File: config.mk
export PLATFORM = sky130hd
export DESIGN_NAME = exu_brupd_queue
export DESIGN_NICKNAME = d
export VERILOG_FILES = /design/src/rtl/exu_brupd_queue.sv
export SDC_FILE = /design/constraint.sdc
export NUM_CORES = 1
export LEC_CHECK = 0
export CAP_MARGIN = 20
export CORE_UTILIZATION = 39
export CTS_BUF_LIST = sky130_fd_sc_hd__clkbuf_2 sky130_fd_sc_hd__clkbuf_4 sky130_fd_sc_hd__clkbuf_8
export DETAILED_ROUTE_END_ITERATION = 10
export GPL_ROUTABILITY_DRIVEN = 1
export SLEW_MARGIN = 20
export SYNTH_ARGS = -nofsm -noshare
export SYNTH_HDL_FRONTEND = slang
export SYNTH_SLANG_ARGS = --single-unit
File: constraint.sdc
create_clock -name clk -period 7.23 [get_ports clk]
set_clock_uncertainty 0.1 [all_clocks]
set_input_delay 1.446 -clock clk [delete_from_list [all_inputs] [get_ports clk]]
set_output_delay 1.446 -clock clk [all_outputs]
set_load 0.1 [all_outputs]
File: src/rtl/exu_brupd_queue.sv
// Branch-predictor update queue between EXU branch resolution and the IFU BHT port,
// plus a registered one-cycle fetch redirect taken from the ALU flush request.
module exu_brupd_queue #(
  parameter int DEPTH = 4,
  parameter int CW    = $clog2(DEPTH) + 1
) (
  input  logic          clk,
  input  logic          rst,
  input  logic          flush,
  input  logic          res_valid,
  input  logic          res_is_br,
  input  logic [31:1]   res_pc,
  input  logic          res_ataken,
  input  logic          res_misp,
  input  logic [1:0]    res_hist,
  input  logic          res_flush_upper,
  input  logic [31:1]   res_flush_path,
  output logic          upd_valid,
  input  logic          upd_ready,
  output logic [31:1]   upd_pc,
  output logic          upd_taken,
  output logic          upd_misp,
  output logic [1:0]    upd_hist,
  output logic          fl_valid,
  output logic [31:1]   fl_path,
  output logic          q_full,
  output logic [CW-1:0] q_count,
  output logic          ovf_err
);

  localparam int PW = CW - 1;
  localparam logic [PW-1:0] PTR_ONE = PW'(1);
  localparam logic [CW-1:0] CNT_ONE = CW'(1);

  // Handshake: upd_valid is a function of registered occupancy only; head data is
  // held until the cycle where upd_valid & upd_ready are both high (a transfer).
  logic [34:0]   r_mem [DEPTH];
  logic [PW-1:0] r_wr_ptr;
  logic [PW-1:0] r_rd_ptr;
  logic [CW-1:0] r_count;
  logic          r_ovf;
  logic          r_fl_valid;
  logic [31:1]   r_fl_path;

  logic w_enq;
  logic w_deq;
  logic w_full;
  logic w_enq_acc;
  logic w_fl_set;

  assign w_full    = (r_count == CW'(DEPTH));
  assign w_enq     = res_valid & res_is_br & ~flush;
  assign w_deq     = (r_count != '0) & upd_ready;
  // A full queue still accepts when the head leaves in the same cycle.
  assign w_enq_acc = w_enq & (~w_full | w_deq);
  assign w_fl_set  = res_valid & res_flush_upper & ~flush;

  always_ff @(posedge clk or posedge rst) begin
    if (rst) begin
      for (int i = 0; i < DEPTH; i++) r_mem[i] <= '0;
      r_wr_ptr <= '0;
      r_rd_ptr <= '0;
      r_count  <= '0;
      r_ovf    <= 1'b0;
    end else begin
      if (w_enq_acc) begin
        r_mem[r_wr_ptr] <= {res_pc, res_ataken, res_misp, res_hist};
        r_wr_ptr        <= r_wr_ptr + PTR_ONE;
      end
      if (w_deq) r_rd_ptr <= r_rd_ptr + PTR_ONE;
      case ({w_enq_acc, w_deq})
        2'b10:   r_count <= r_count + CNT_ONE;
        2'b01:   r_count <= r_count - CNT_ONE;
        default: r_count <= r_count;
      endcase
      if (w_enq & w_full & ~w_deq) r_ovf <= 1'b1;
    end
  end

  // Redirect path is deliberately independent of queue occupancy.
  always_ff @(posedge clk or posedge rst) begin
    if (rst) begin
      r_fl_valid <= 1'b0;
      r_fl_path  <= '0;
    end else begin
      r_fl_valid <= w_fl_set;
      if (w_fl_set) r_fl_path <= res_flush_path;
    end
  end

  assign upd_valid = (r_count != '0);
  assign upd_pc    = r_mem[r_rd_ptr][34:4];
  assign upd_taken = r_mem[r_rd_ptr][3];
  assign upd_misp  = r_mem[r_rd_ptr][2];
  assign upd_hist  = r_mem[r_rd_ptr][1:0];
  assign fl_valid  = r_fl_valid;
  assign fl_path   = r_fl_path;
  assign q_full    = w_full;
  assign q_count   = r_count;
  assign ovf_err   = r_ovf;

endmodule

==> results of run 1 <==
-- routing by layer --
metal	vias to the layer above	routed length (µm)	track usage	share of wire
li1	1927	-	-	-
met4	0	212	0.0608	0.012
met5	-	0	0	0
met3	13	892	0.0420	0.051
met2	101	8460	0.272	0.48
met1	2319	7890	0.227	0.45
-- area by class of cell --
class | count | area [µm²] | area share
multi-input cells | 234 | 3450 | 0.336
well taps | 275 | 344 | 0.0335
repair buffers | 154 | 1540 | 0.150
flip-flops and latches | 180 | 4510 | 0.439
inverters | 8 | 35.0 | 0.00341
clock buffers | 20 | 263 | 0.0256
clock inverters | 11 | 128 | 0.0124
-- Yosys cell counts, drive strengths merged --
library cell	instances	share of area
ha	5	0.0075
clkbuf	4	0.0018
and4b	4	0.0048
nor4b	1	0.0029
or3	1	0.00090
and3	1	0.00075
xnor2	3	0.0032
and3b	1	0.0012
inv	8	0.0036
nand2	2	0.00090
xor2	3	0.0032
mux2	172	0.29
o31a	1	0.0012
buf	23	0.038
mux2i	1	0.0012
a31o	1	0.0011
nor2	1	0.00045
mux4	35	0.095
nor2b	1	0.00075
fa	1	0.0024
dfrtp	180	0.54
-- state kept, by name (all words and copies together) (netlist names) --
name	cells
r_mem	140
fl_path	31
q_count	3
r_rd_ptr	2
r_wr_ptr	2
fl_valid	1
ovf_err	1
-- final timing paths --
path                                  start          end  slack [ns]  cells after the start
worst max register to register   q_count[2]   r_mem[137]        4.68                      4
worst min-delay path                ovf_err      ovf_err        0.38                      1
worst max-delay path            r_rd_ptr[0]    upd_taken        2.31                      3
min in group asynchronous               rst  fl_path[11]        1.28                      2
max in group asynchronous               rst  r_rd_ptr[1]        4.58                      3
worst min register to register      ovf_err      ovf_err        0.38                      1
-- worst register-to-register path, delay by kind of cell (launching register included) --
| family | cells | cell delay [ns] |
|---|---|---|
| buf+inv | 1 | 0.53 |
| mux | 1 | 0.39 |
| simple gates | 2 | 0.94 |
| flops | 1 | 0.48 |
-- stage by stage --
step / area [µm²] / hold WS [ns] / setup WS [ns] / utilization
after global routing: 10300 / 0.425 / 2.12 / 0.490
after CTS: 10200 / 0.387 / 2.20 / 0.489
after detailed placement: 9850 / 0.359 / 2.72 / 0.470
after global placement: 9850 / 0.361 / 2.74 / 0.470
after floorplan: 8310 / 0.375 / 0.797 / -
final: 10300 / 0.380 / 2.31 / 0.490
-- logic make-up after synthesis --
| logic type | Yosys count | share of synthesized area |
|---|---|---|
| AO/OA/AOI/OAI | 2 | 0.00226 |
| buffers and inverters | 35 | 0.0435 |
| multiplexers | 208 | 0.383 |
| adder cells (fa/ha/maj) | 6 | 0.00994 |
| flip-flops | 180 | 0.542 |
| XOR/XNOR | 6 | 0.00632 |
| AND/OR/NAND/NOR | 12 | 0.0126 |
==> out/metrics.json, run 1 <==
{
  "status": "complete, no violations",
  "wire_per_inst_um": 19.8,
  "grt_pass1_wl_um": 28300,
  "cts_hold_buf": 0,
  "vias": 4360,
  "antenna-diode-count": 0,
  "path_max_fanout": 20,
  "clock_insertion_delay_worst_skew_ns": 0.44,
  "via_count_of_the_first_global_routing_pass": 5075,
  "final_min_period_over_clock_period": 0.680,
  "post_cts_resize_count": 0,
  "timing.slew.headroom": 0.324,
  "grt_max_degree": 79,
  "start_util": 0.397,
  "route.detailed.drc": 0,
  "vias_per_inst": 4.94,
  "maxCapViolCount": 0,
  "fin_tns_setup_ns": 0,
  "dp.final_hpwl_um": 10700,
  "cts_tree": "done",
  "min-delay-path-class": "flop to flop",
  "row_count": 53,
  "synth.yosys.warnings": 0,
  "max_slew.worst_pin.slew_ns": 1.01,
  "max_freq_ghz": 0.203,
  "route.final.wire_length_um": 17400,
  "drc_violation_total_after_the_first_tritonroute_iteration": 164,
  "crit_required_ns": 5.68,
  "timing.critical_path.to_type": "output port",
  "final-hold-violation-count": 0,
  "synth_nets": 528,
  "synth_seq_cells": 180,
  "count_of_h_tree_levels_built_during_cts": 4,
  "fp.dieH_um": 148,
  "cts-buffers-inserted": 17,
  "synth_seq_area_share": 0.542,
  "period_needed_ns": 4.92,
  "ioPinCount": 146,
  "timing.critical_path.cells": "buf_4 -> mux4_2 -> clkdlybuf4s50_1",
  "layout.filler_cells": 1844,
  "num-nets-final": 674,
  "critPathSlowestCell": "clkdlybuf4s50_1",
  "grt_setup_unrepaired": "no",
  "critPathLaunchType": "flop",
  "most_common_cell_after_layout_fill_and_taps_aside": "dfrtp_1",
  "mostFrequentLayoutCells": "dfrtp_1 (178), clkdlybuf4s50_1 (145), mux2_4 (120), mux2_2 (52), mux4_2 (35)",
  "gp_congestion": 0.737,
  "number_of_max_slew_violations_in_the_final_report": 0,
  "port_buffers": 145,
  "cts.sink_count": 180,
  "global_route.overflow_total": 0,
  "fin_cells": 882,
  "bufs_and_invs_on_worst_path": 2,
  "critical-path-top-delay-family": "buffers and inverters",
  "post_route_antenna_net_violation_count": 0,
  "synthesis.instances": 449,
  "die_area_um2": 21900,
  "ratio_of_cells_with_drive_above_1_in_the_final_layout": 0.427,
  "design.core.area_um2": 21000,
  "syn_area_per_cell_um2": 18.5,
  "area_growth_pct": 23.5,
  "ys_types": 25,
  "syn-cell-area_um2": 8310,
  "cts.root.buffer_cell": "clkbuf_8",
  "clk_pin_slew_worst_paths_ns": 0.09,
  "worst-setup-path-type": "flop to output port",
  "antenna_found_initial": 0,
  "cp_arrival_ns": 3.37,
  "post_cts_buffers": 0,
  "drt_pre_antenna_iters": 4,
  "clockBufferDepth": 2,
  "placedCellCount": 850,
  "timing.final.setup_violations": 0,
  "floorplan.die.width_um": 148,
  "globalRouteTotalUtil": 0.171,
  "critical-path-max-stage-delay_ns": 0.98
}
Power of run 1 is not shown: default switching activity piles up to over one toggle a cycle in this logic, so the estimate is an artifact.
==> inputs of run 2 (changes only) <==
==> constraint.sdc (replaced) <==
create_clock -name clk -period 5.1 [get_ports clk]
set_clock_uncertainty 0.1 [all_clocks]
set_input_delay 1.02 -clock clk [delete_from_list [all_inputs] [get_ports clk]]
set_output_delay 1.02 -clock clk [all_outputs]
set_load 0.1 [all_outputs]
==> out/metrics.json, run 2 (synthesis gave the netlist of run 1 again) <==
{
  "status": {"value": "complete, no violations", "change": "unchanged"},
  "route.final.wire_length": {"value": 17100, "unit": "µm", "change": "was 17400 µm"},
  "ratio_of_cells_with_drive_above_1_in_the_final_layout": {"value": 0.431, "change": "was 0.427"},
  "timing.critical_path.cells": {"value": "mux4_2 -> clkdlybuf4s50_1", "change": "was buf_4 -> mux4_2 -> clkdlybuf4s50_1"},
  "count_of_h_tree_levels_built_during_cts": {"value": 4, "change": "unchanged"},
  "cp_arrival": {"value": 3.09, "unit": "ns", "change": "was 3.37 ns"},
  "max_slew.worst_pin.slew": {"value": 1.07, "unit": "ns", "change": "was 1.01 ns"},
  "timing.critical_path.to_type": {"value": "output port", "change": "unchanged"},
  "drt_pre_antenna_iters": {"value": 4, "change": "unchanged"},
  "maxCapViolCount": {"value": 0, "change": "unchanged"},
  "grt_setup_unrepaired": {"value": "no", "change": "unchanged"},
  "cts.sink_count": {"value": 180, "change": "unchanged"},
  "post-place-ws": {"value": 1.36, "unit": "ns", "change": "was 2.72 ns"},
  "most_common_cell_after_layout_fill_and_taps_aside": {"value": "dfrtp_1", "change": "unchanged"},
  "via_count_of_the_first_global_routing_pass": {"value": 4941, "change": "was 5075"},
  "layout.core_utilization": {"value": 0.491, "change": "was 0.490"},
  "bufs_and_invs_on_worst_path": {"value": 1, "change": "was 2"},
  "ioPinCount": {"value": 146, "change": "unchanged"},
  "port_buffers": {"value": 145, "change": "unchanged"},
  "cts-buffers-inserted": {"value": 17, "change": "unchanged"},
  "final-hold-violation-count": {"value": 0, "change": "unchanged"},
  "clk_pin_slew_worst_paths": {"value": 0.09, "unit": "ns", "change": "about the same"},
  "globalRouteTotalUtil": {"value": 0.169, "change": "was 0.171"},
  "critical_path_cell_count": {"value": 2, "change": "was 3"},
  "final_min_period_over_clock_period": 0.825,
  "placedCellCount": {"value": 854, "change": "was 850"},
  "crit_required": {"value": 3.98, "unit": "ns", "change": "was 5.68 ns"},
  "worst_slack": {"value": 0.893, "unit": "ns", "change": "was 2.31 ns"},
  "floorplan.die.width": {"value": 148, "unit": "µm", "change": "unchanged"},
  "critPathLaunchType": {"value": "flop", "change": "unchanged"},
  "fin_cells": {"value": 885, "change": "was 882"},
  "largest_reg_flops": {"value": 140, "change": "unchanged"},
  "die_area": {"value": 21900, "unit": "µm²", "change": "unchanged"},
  "top_register": {"value": "r_mem", "change": "unchanged"},
  "global_route.overflow_total": {"value": 0, "change": "unchanged"},
  "area_growth": {"value": 23.8, "unit": "%", "change": "was 23.5%"},
  "wire_per_inst": {"value": 19.3, "unit": "µm", "change": "was 19.8 µm"},
  "dp.final_hpwl": {"value": 10900, "unit": "µm", "change": "was 10700 µm"},
  "start_util": {"value": 0.397, "change": "unchanged"},
  "gp_congestion": {"value": 0.703, "change": "was 0.737"},
  "vias_per_inst": {"value": 4.98, "change": "was 4.94"},
  "antenna-diode-count": {"value": 0, "change": "unchanged"},
  "critical-path-top-delay-family": {"value": "buffers and inverters", "change": "unchanged"},
  "drc_violation_total_after_the_first_tritonroute_iteration": {"value": 99, "change": "was 164"},
  "cts.root.buffer_cell": {"value": "clkbuf_8", "change": "unchanged"},
  "row_count": {"value": 53, "change": "unchanged"},
  "route.detailed.drc": {"value": 0, "change": "unchanged"},
  "ff2ff_path_depth": {"value": 9, "change": "was 4"},
  "post_route_antenna_net_violation_count": {"value": 0, "change": "unchanged"},
  "worst_hold_path.num_cells": {"value": 1, "change": "unchanged"},
  "antenna_found_initial": {"value": 0, "change": "unchanged"},
  "max_freq_ghz": 0.238,
  "num-nets-final": {"value": 677, "change": "was 674"},
  "number_of_max_slew_violations_in_the_final_report": {"value": 0, "change": "unchanged"},
  "clock_insertion_delay_worst_skew": {"value": 0.45, "unit": "ns", "change": "was 0.44 ns"},
  "design.core.area": {"value": 21000, "unit": "µm²", "change": "unchanged"},
  "fin_tns_setup": {"value": 0, "unit": "ns", "change": "unchanged"},
  "timing.final.setup_violations": {"value": 0, "change": "unchanged"},
  "critPathSlowestCell": {"value": "clkdlybuf4s50_1", "change": "unchanged"},
  "clockBufferDepth": {"value": 2, "change": "unchanged"},
  "fp.dieH": {"value": 148, "unit": "µm", "change": "unchanged"},
  "cts_tree": {"value": "done", "change": "unchanged"},
  "post_cts_buffers": {"value": 0, "change": "unchanged"},
  "critical-path-max-stage-delay": {"value": 1.15, "unit": "ns", "change": "was 0.98 ns"},
  "min-delay-path-class": {"value": "flop to flop", "change": "unchanged"},
  "worst-setup-path-type": {"value": "flop to output port", "change": "unchanged"},
  "grt_pass1_wl": {"value": 28100, "unit": "µm", "change": "was 28300 µm"},
  "cts_hold_buf": {"value": 0, "change": "unchanged"},
  "path_max_fanout": {"value": 36, "change": "was 20"},
  "vias": {"value": 4406, "change": "was 4360"},
  "timing.slew.headroom": {"value": 0.286, "change": "was 0.324"},
  "grt_max_degree": {"value": 75, "change": "was 79"},
  "post_cts_resize_count": {"value": 0, "change": "unchanged"},
  "mostFrequentLayoutCells": {"value": "dfrtp_1 (178), clkdlybuf4s50_1 (144), mux2_4 (120), mux2_2 (52), mux4_2 (35)", "change": "was dfrtp_1 (178), clkdlybuf4s50_1 (145), mux2_4 (120), mux2_2 (52), mux4_2 (35)"},
  "period_needed_ns": 4.21
}
-- run 2: cell types whose count changed in the layout (fill, tap and decap cells not counted), sizes merged --
cell,change
clkdlybuf4s50,-1
clkinv,+1
buf,+4
inv,-1
clkinvlp,+1
bufinv,-1
-- run 2: cell type report --
cell class                      count  area, µm²
Timing Repair Buffer              157       1590
Multi-Input combinational cell    234       3450
Inverter                            8       33.8
Clock inverter                     11        103
Fill cell                        1801      10700
Sequential cell                   180       4510
Tap cell                          275        344
Clock buffer                       20        263
-- run 2: final timing paths --
| check | endpoint | start | slack, ns |
|---|---|---|---|
| hold / removal | ovf_err | ovf_err | 0.39 |
| setup / recovery | upd_pc[15] | r_rd_ptr[1] | 0.89 |
| min in group asynchronous | fl_valid | rst | 0.81 |
| hold reg to reg | ovf_err | ovf_err | 0.39 |
| setup reg to reg | q_count[2] | q_count[0] | 2.67 |
| max in group asynchronous | q_count[1] | rst | 3.30 |
-- run 2: metrics by stage --
step	hold slack, ns	cell area [µm²]
4_1_cts	0.391	10300
3_3_place_gp	0.358	9920
5_1_grt	0.421	10300
6_report	0.389	10300
2_1_floorplan	0.375	8310
3_5_place_dp	0.356	9920
-- run 2: metal layers --
metal,wire length (µm),global-route usage,vias to the layer above,share of wire
met1,7540,0.222,2349,0.44
met2,8460,0.268,104,0.50
met3,860,0.0491,15,0.050
met5,0,0,-,0
li1,-,-,1938,-
met4,217,0.0536,0,0.013
Power of run 2 is left out for the same reason.
==> inputs of run 3 (changes only) <==
==> constraint.sdc (replaced) <==
create_clock -name clk -period 3.7 [get_ports clk]
set_clock_uncertainty 0.1 [all_clocks]
set_input_delay 0.74 -clock clk [delete_from_list [all_inputs] [get_ports clk]]
set_output_delay 0.74 -clock clk [all_outputs]
set_load 0.1 [all_outputs]
==> out/metrics.json, run 3 (synthesis gave the netlist of run 1 again) <==
{
  "layout.filler_cells": {"value": 1826, "change": "was 1801"},
  "final_min_period_over_clock_period": 0.873,
  "cts_hold_buf": {"value": 0, "change": "unchanged"},
  "largest_reg_flops": {"value": 140, "change": "unchanged"},
  "route.detailed.drc": {"value": 0, "change": "unchanged"},
  "status": {"value": "complete, no violations", "change": "unchanged"},
  "cts_tree": {"value": "done", "change": "unchanged"},
  "clockBufferDepth": {"value": 2, "change": "unchanged"},
  "global_route.overflow_total": {"value": 0, "change": "unchanged"},
  "min-delay-path-class": {"value": "flop to flop", "change": "unchanged"},
  "max_slew.worst_pin.slew": {"value": 0.997, "unit": "ns", "change": "was 1.07 ns"},
  "antenna-diode-count": {"value": 0, "change": "unchanged"},
  "antenna_found_initial": {"value": 0, "change": "unchanged"},
  "route.final.wire_length": {"value": 16800, "unit": "µm", "change": "was 17100 µm"},
  "clk_pin_slew_worst_paths": {"value": 0.09, "unit": "ns", "change": "about the same"},
  "row_count": {"value": 53, "change": "unchanged"},
  "worst-setup-path-type": {"value": "flop to output port", "change": "unchanged"},
  "clock_insertion_delay_worst_skew": {"value": 0.44, "unit": "ns", "change": "was 0.45 ns"},
  "design.core.area": {"value": 21000, "unit": "µm²", "change": "unchanged"},
  "max_freq_ghz": 0.310,
  "grt_max_degree": {"value": 62, "change": "was 75"},
  "post_route_antenna_net_violation_count": {"value": 0, "change": "unchanged"},
  "wire_per_inst": {"value": 18.9, "unit": "µm", "change": "was 19.3 µm"},
  "drc_violation_total_after_the_first_tritonroute_iteration": {"value": 200, "change": "was 99"},
  "num-nets-final": {"value": 682, "change": "was 677"},
  "post_cts_resize_count": {"value": 0, "change": "unchanged"},
  "post_cts_buffers": {"value": 0, "change": "unchanged"},
  "area_growth": {"value": 23.7, "unit": "%", "change": "was 23.8%"},
  "timing.slew.headroom": {"value": 0.333, "change": "was 0.286"},
  "cts.root.buffer_cell": {"value": "clkbuf_8", "change": "unchanged"},
  "final-hold-violation-count": {"value": 0, "change": "unchanged"},
  "drt_pre_antenna_iters": {"value": 4, "change": "unchanged"},
  "mostFrequentLayoutCells": {"value": "dfrtp_1 (178), mux2_4 (120), clkdlybuf4s50_1 (107), mux2_2 (52), buf_4 (50)", "change": "was dfrtp_1 (178), clkdlybuf4s50_1 (144), mux2_4 (120), mux2_2 (52), mux4_2 (35)"},
  "path_max_fanout": {"value": 5, "change": "was 36"},
  "via_count_of_the_first_global_routing_pass": {"value": 5079, "change": "was 4941"},
  "port_buffers": {"value": 145, "change": "unchanged"},
  "cts.sink_count": {"value": 180, "change": "unchanged"},
  "vias": {"value": 4377, "change": "was 4406"},
  "vias_per_inst": {"value": 4.91, "change": "was 4.98"},
  "most_common_cell_after_layout_fill_and_taps_aside": {"value": "dfrtp_1", "change": "unchanged"},
  "top_register": {"value": "r_mem", "change": "unchanged"},
  "timing.final.setup_violations": {"value": 0, "change": "unchanged"},
  "crit_required": {"value": 2.86, "unit": "ns", "change": "was 3.98 ns"},
  "gp_congestion": {"value": 0.773, "change": "was 0.703"},
  "ioPinCount": {"value": 146, "change": "unchanged"},
  "floorplan.die.width": {"value": 148, "unit": "µm", "change": "unchanged"},
  "fp.dieH": {"value": 148, "unit": "µm", "change": "unchanged"},
  "number_of_max_slew_violations_in_the_final_report": {"value": 0, "change": "unchanged"},
  "grt_setup_unrepaired": {"value": "no", "change": "unchanged"},
  "cp_arrival": {"value": 2.39, "unit": "ns", "change": "was 3.09 ns"},
  "critPathLaunchType": {"value": "flop", "change": "unchanged"},
  "grt_pass1_wl": {"value": 28000, "unit": "µm", "change": "was 28100 µm"},
  "ratio_of_cells_with_drive_above_1_in_the_final_layout": {"value": 0.497, "change": "was 0.431"},
  "fin_tns_setup": {"value": 0, "unit": "ns", "change": "unchanged"},
  "count_of_h_tree_levels_built_during_cts": {"value": 4, "change": "unchanged"},
  "maxCapViolCount": {"value": 0, "change": "unchanged"},
  "die_area": {"value": 21900, "unit": "µm²", "change": "unchanged"},
  "globalRouteTotalUtil": {"value": 0.166, "change": "was 0.169"},
  "start_util": {"value": 0.397, "change": "unchanged"},
  "cts-buffers-inserted": {"value": 17, "change": "unchanged"},
  "dp.final_hpwl": {"value": 11000, "unit": "µm", "change": "was 10900 µm"},
  "period_needed_ns": 3.23,
  "timing.critical_path.to_type": {"value": "output port", "change": "unchanged"}
}
run 3: cell count changes in the layout (fill, tap and decap cells not counted), sizes merged:
cell,delta
buf,+42
clkinv,-1
clkbuf,-1
inv,+4
clkinvlp,-1
clkdlybuf4s50,-37
run 3: metal layers:
metal | global-route usage | up-vias | wire (µm)
met4 | 0.0418 | 0 | 131
met5 | 0 | - | 0
met1 | 0.218 | 2328 | 7650
met3 | 0.0537 | 7 | 932
li1 | - | 1947 | -
met2 | 0.267 | 95 | 8130
run 3: critical path: stages (launching register included):
cell	delay (ns)
dfrtp_1	0.46
or3_2	0.49
clkdlybuf4s50_1	0.99
run 3: final timing paths:
check | start | endpoint | slack (ns) | cells past startpoint
min in group asynchronous | rst | r_mem[59] | 0.62 | 2
setup reg to reg | q_count[1] | q_count[2] | 1.29 | 9
setup / recovery | q_count[1] | upd_valid | 0.47 | 2
max in group asynchronous | rst | r_rd_ptr[1] | 2.14 | 3
hold reg to reg | ovf_err | ovf_err | 0.40 | 1
hold / removal | ovf_err | ovf_err | 0.40 | 1
run 3: final cells by class:
class | instances | area, µm² | area share
clock buffer | 19 | 255 | 0.0248
sequential | 180 | 4510 | 0.439
tap | 275 | 344 | 0.0335
multi-input combinational | 234 | 3450 | 0.336
inverter | 8 | 33.8 | 0.00329
clock inverter | 13 | 140 | 0.0136
timing repair buffer | 162 | 1550 | 0.150
run 3: stage by stage:
step                 util  cell area, µm²  hold slack (ns)  cells  setup slack (ns)
floorplan               -            8310            0.375    449             0.551
finish              0.490           10300            0.403    891             0.472
detailed placement  0.472            9880            0.377    859             0.595
global route        0.490           10300            0.419    891             0.369
CTS                 0.490           10300            0.406    891             0.424
global placement    0.472            9880            0.364    859             0.668
Power of run 3 is left out for the same reason.
